<file path="src/rtl/acc_drv.sv">
// Serial driver for a bit-serial accumulator: turns add/clear commands into
// MSB-first add frames (optionally trimmed of leading zeros) and clear strobes.
module acc_drv #(
  parameter int WIDTH = 33,
  parameter bit TRIM  = 1'b1
) (
  input  logic             clk,
  input  logic             Rst,
  input  logic             in_valid,
  input  logic             in_clr,
  input  logic [WIDTH-1:0] in_data,
  output logic             in_ready,
  output logic             add,
  output logic             rx,
  output logic             clear,
  output logic             busy,
  output logic [1:0]       o_dbg_state
);

  localparam int CW = $clog2(WIDTH + 1);

  // Handshake: a command transfers on a rising edge where in_valid && in_ready;
  // in_ready is high only in IDLE outside reset, so inputs are ignored elsewhere.
  typedef enum logic [1:0] {
    IDLE = 2'd0,
    SEND = 2'd1,
    GAP  = 2'd2,
    CLR  = 2'd3
  } state_t;

  state_t           r_state, w_state_nxt;
  logic [WIDTH-1:0] r_shift, w_shift_nxt;
  logic [CW-1:0]    r_cnt, w_cnt_nxt;
  logic             r_add, w_add_nxt;
  logic             r_clear, w_clear_nxt;
  logic [CW-1:0]    w_top;
  logic [CW-1:0]    w_align;
  logic             w_accept;

  // Index of the first bit to send: highest set bit when trimming, else the MSB.
  always_comb begin
    w_top = '0;
    if (TRIM) begin
      for (int i = 0; i < WIDTH; i++) begin
        if (in_data[i]) w_top = CW'(i);
      end
    end else begin
      w_top = CW'(WIDTH - 1);
    end
  end

  assign w_align  = CW'(WIDTH - 1) - w_top;
  assign in_ready = (r_state == IDLE) && !Rst;
  assign w_accept = in_valid && in_ready;

  always_comb begin
    w_state_nxt = r_state;
    w_shift_nxt = r_shift;
    w_cnt_nxt   = r_cnt;
    w_add_nxt   = 1'b0;
    w_clear_nxt = 1'b0;
    case (r_state)
      IDLE: begin
        if (w_accept) begin
          if (in_clr) begin
            w_state_nxt = CLR;
            w_clear_nxt = 1'b1;
          end else begin
            // MSB-align the word so rx is always the top bit of the shifter.
            w_state_nxt = SEND;
            w_add_nxt   = 1'b1;
            w_shift_nxt = in_data << w_align;
            w_cnt_nxt   = w_top;
          end
        end
      end
      SEND: begin
        if (r_cnt == '0) begin
          w_state_nxt = GAP;
          w_shift_nxt = '0;
        end else begin
          w_add_nxt   = 1'b1;
          w_shift_nxt = r_shift << 1;
          w_cnt_nxt   = r_cnt - 1'b1;
        end
      end
      GAP:     w_state_nxt = IDLE;
      CLR:     w_state_nxt = IDLE;
      default: w_state_nxt = IDLE;
    endcase
  end

  always_ff @(posedge clk or posedge Rst) begin
    if (Rst) begin
      r_state <= IDLE;
      r_shift <= '0;
      r_cnt   <= '0;
      r_add   <= 1'b0;
      r_clear <= 1'b0;
    end else begin
      r_state <= w_state_nxt;
      r_shift <= w_shift_nxt;
      r_cnt   <= w_cnt_nxt;
      r_add   <= w_add_nxt;
      r_clear <= w_clear_nxt;
    end
  end

  // The shifter is zero outside SEND, so rx is low whenever add is low.
  assign rx          = r_shift[WIDTH-1];
  assign add         = r_add;
  assign clear       = r_clear;
  assign busy        = (r_state != IDLE);
  assign o_dbg_state = r_state;

endmodule

</file>
<file path="config.mk">
export PLATFORM = sky130hd
export DESIGN_NAME = acc_drv
export DESIGN_NICKNAME = d
export VERILOG_FILES = /design/src/rtl/acc_drv.sv
export SDC_FILE = /design/constraint.sdc
export NUM_CORES = 1
export LEC_CHECK = 0
export ABC_AREA = 1
export BUFFER_PORTS_ARGS = -buffer_cell sky130_fd_sc_hd__buf_2
export CELL_PAD_IN_SITES_DETAIL_PLACEMENT = 0
export CELL_PAD_IN_SITES_GLOBAL_PLACEMENT = 1
export CORE_UTILIZATION = 37
export DETAILED_ROUTE_END_ITERATION = 12
export MAX_ROUTING_LAYER = met4
export PLACE_DENSITY = 0.83
export SYNTH_ARGS = -nofsm -noshare
export SYNTH_HDL_FRONTEND = slang
export SYNTH_SLANG_ARGS = --single-unit
</file>
<file path="constraint.sdc">
create_clock -name clk -period 1.8 [get_ports clk]
set_input_delay 0.36 -clock clk [delete_from_list [all_inputs] [get_ports clk]]
set_output_delay 0.36 -clock clk [all_outputs]
set_load 0.005 [all_outputs]
</file>
==> flow_metrics.env <==
export IMPL_run_status="complete, but fails checks"
export IMPL_violations="negative setup slack"
export IMPL_io_buffers=43
export IMPL_period_minus_slack_ns=3.28
export IMPL_clockBufferDepth=2
export IMPL_synth_edff_count=0
export IMPL_core_area_mm2=0.0111
export IMPL_critPathCaptureType="flop"
export IMPL_hold_ws_ns=0.214
export IMPL_place_gp_congestion=0.922
export IMPL_netlist_instances=755
export IMPL_relSlewSlack=0.615
export IMPL_fin_ws_ns=-1.48
export IMPL_crit_start="in_data[2]"
export IMPL_r2r_slack_ns=-0.05
export IMPL_yosysWarnings=0
export IMPL_drt_initial_drc_count=369
export IMPL_max_stage_delay_ns=0.30
export IMPL_path_clk_slew_ns=0.06
export IMPL_drt_wirelength_per_cell_um=16.1
export IMPL_drive_gt1_frac=0.457
export IMPL_period_share=1.82
export IMPL_syn_to_final_growth_pct=77.5
export IMPL_n_antenna_cell=0
export IMPL_rsz0062_at_grt="yes"
export IMPL_cts_root_buffer="clkbuf_16"
export IMPL_ys_async_sr_fraction=1.00
export IMPL_synth_distinct_cells=41
export IMPL_fin_util=0.687
export IMPL_grt_max_degree=44
export IMPL_synth_top_area_cell="dfrtp_1"
export IMPL_yosysSeqAreaShare=0.251
export IMPL_syn_area_mm2=0.00429
export IMPL_grt_overflow=0
export IMPL_ys_ff_latch=43
export IMPL_peakVddDrop_mv=0.885
export IMPL_hpwlAfterDp_mm=11.3
export IMPL_worst_slew_pin_slew_ns=0.578
export IMPL_fmax_mhz=305
export IMPL_grt_pass1_vias=5621
export IMPL_worst_setup_path_start_kind="input pin"
export IMPL_setup_viol=35
export IMPL_numCtsBuffers=5
export IMPL_io_pins=44
export IMPL_ys_dominant_reg_cell="dfrtp_1"
export IMPL_die_w_um=110
export IMPL_r2r_start="r_cnt[0]$_DFFE_PP0P_"
export IMPL_rr_worst_depth=13
export IMPL_ant_nets=0
export IMPL_cts_tree="built"
export IMPL_synthesis_nets=794
export IMPL_synth_avg_cell_area_um2=5.68
export IMPL_cp_required_ns=1.98
export IMPL_worstReg2RegEnd="r_shift[24]$_DFFE_PP0P_"
export IMPL_dr_total_vias=5910
export IMPL_synth_top_area_share=0.251
export IMPL_crit_arrival_ns=3.46
export IMPL_synth_area_top_cells="dfrtp_1 (25%), nand2_1 (23%), nand3_1 (17%), inv_1 (6.7%), nor2_1 (5.1%)"
export IMPL_grt_antenna_before_repair=0
export IMPL_tns_ns=-46.77
export IMPL_leakage_nw=3.80
export IMPL_viasPerCell=5.40
export IMPL_slew_violations=0
export IMPL_hold_class="in2async"
export IMPL_crit_end="r_shift[22]$_DFFE_PP0P_"
export IMPL_drc_errors=0
export IMPL_rows=38
export IMPL_layout_nets=992
export IMPL_power_density_mw_per_mm2=1110
export IMPL_cts_max_level=2
export IMPL_critPathSlowestCell="ha_4"
export IMPL_criticalPathCategory="in2reg"
export IMPL_cp_common_cell="nand2_1"
export IMPL_start_util=0.387
export IMPL_routed_wl_mm=17.7
export IMPL_die_h_um=110
export IMPL_grt_pass1_wl_mm=26.4
export IMPL_drtPass1Iterations=5
export IMPL_hold_viol=0
export IMPL_clock_sinks=43
export IMPL_max_cap_violations=0
export IMPL_critPathMaxFanout=8
export IMPL_fin_skew_ns=0.00312
export IMPL_die_area_mm2=0.0120
export IMPL_grt_use_total=0.291
export IMPL_clk_latency_ns=0.29
## through the flow
stage / instances / power [mW] / worst slack, ns / area [um^2]
finish: 1094 / 8.44 / -1.48 / 7610
global route: 1094 / 9.07 / -1.82 / 7610
CTS: 1077 / 7.48 / -1.40 / 6640
detailed placement: 1025 / 5.90 / -1.83 / 5640
global placement: 1025 / 5.77 / -1.84 / 5640
floorplan: 755 / 4.35 / -1.33 / 4440
## how the worst min path moves through the flow
stage | start | to | slack, ns | depth (start not counted)
after floorplan | r_shift[15]$_DFFE_PP0P_ | r_shift[15]$_DFFE_PP0P_ | 0.45 | 2
after global placement | r_shift[15]$_DFFE_PP0P_ | r_shift[15]$_DFFE_PP0P_ | 0.47 | 2
after detailed placement | r_shift[15]$_DFFE_PP0P_ | r_shift[15]$_DFFE_PP0P_ | 0.47 | 2
after CTS | Rst | r_cnt[2]$_DFFE_PP0P_ | 0.23 | 3
after global routing | Rst | r_cnt[5]$_DFFE_PP0P_ | 0.28 | 3
final | Rst | r_cnt[4]$_DFFE_PP0P_ | 0.21 | 3
## area by class of cell
cell class	count	area, um^2
Fill cell	888	3470
Clock buffer	6	139
Sequential cell	43	1080
Tap cell	140	175
Clock inverter	2	35.0
Inverter	81	347
Timing Repair Buffer	227	2060
Timing Repair inverter	1	6.26
Multi-Input combinational cell	594	3780
## placed cells by master, fill, tap and decap left out, types with 3 or more instances in the layout
master and n:
nor2_1 51, clkbuf_16 11, o21ai_0 11, nand2_2 43, a21oi_1 11, nor2_4 7
inv_4 3, buf_2 39, buf_8 5, buf_12 10, nand2_1 202, nand2_4 21
nand3_2 55, inv_1 69, o211ai_1 10, a31oi_1 14, dfrtp_1 43, nand4_1 4
buf_6 38, o21ai_1 19, a21oi_2 11, nand3_1 65, o21ai_2 17, buf_4 127
inv_2 5, nand3_4 22, nand3b_1 4
## power by group
part | internal, mW | switching (mW)
Combinational | 2.47 | 3.20
Clock | 0.690 | 0.385
Sequential | 1.46 | 0.243
## kinds of logic after synthesis
kind of cell | count (synthesis) | synth area share
adders and majority gates | 2 | 0.00584
xor gates and xnor gates | 3 | 0.00613
and+or+nand+nor | 483 | 0.480
buffers and inverters | 118 | 0.111
DFF | 43 | 0.251
AOI/OAI and AO/OA | 106 | 0.146
## sequential cells by signal (all words and copies together) (netlist names)
name	flops
r_shift	33
add	1
clear	1
o_dbg_state	2
r_cnt	6
## cells in the mapped netlist (2+ instances only)
cell and instances:
buf_2 9, ha_1 2, a31oi_1 14, o211ai_1 10
inv_2 3, clkinv_1 2, nand2_2 3, nand4_1 4
clkbuf_1 19, a21oi_1 22, o21ai_1 22, nor4_1 3
nand3b_1 4, o21ai_0 24, dfrtp_1 43, a2bb2oi_1 2
buf_1 5, nor2_2 2, xor2_1 2, buf_6 3
o211ai_2 2, nand2_4 2, nand2_1 262, nand3_1 142
nor2_1 58, inv_1 76
## worst max-delay path: cells and delay by family
family,cells,cell delay (ns)
adders and majority gates,1,0.30
and+or+nand+nor,35,1.90
AOI/OAI and AO/OA,2,0.18
buffers and inverters,7,0.71
## repair_timing
item / 4_1_cts / 5_1_grt
hold buffers: 0 / 0
endpoints found under the setup margin: 38 / 39
gates cloned: 6 / 6
buffers inserted: 40 / 13
gates resized for setup: 119 / 179
pin swaps: 28 / 85
endpoints found under the hold margin: 0 / 0
## routing by layer
| layer | vias up | global-route usage | wire length [um] |
|---|---|---|---|
| met4 | 0 | 0.104 | 530 |
| li1 | 2882 | - | - |
| met3 | 51 | 0.0516 | 863 |
| met5 | - | - | 0 |
| met1 | 2790 | 0.348 | 7460 |
| met2 | 187 | 0.490 | 8800 |
Power figures use the tool's default switching activity.
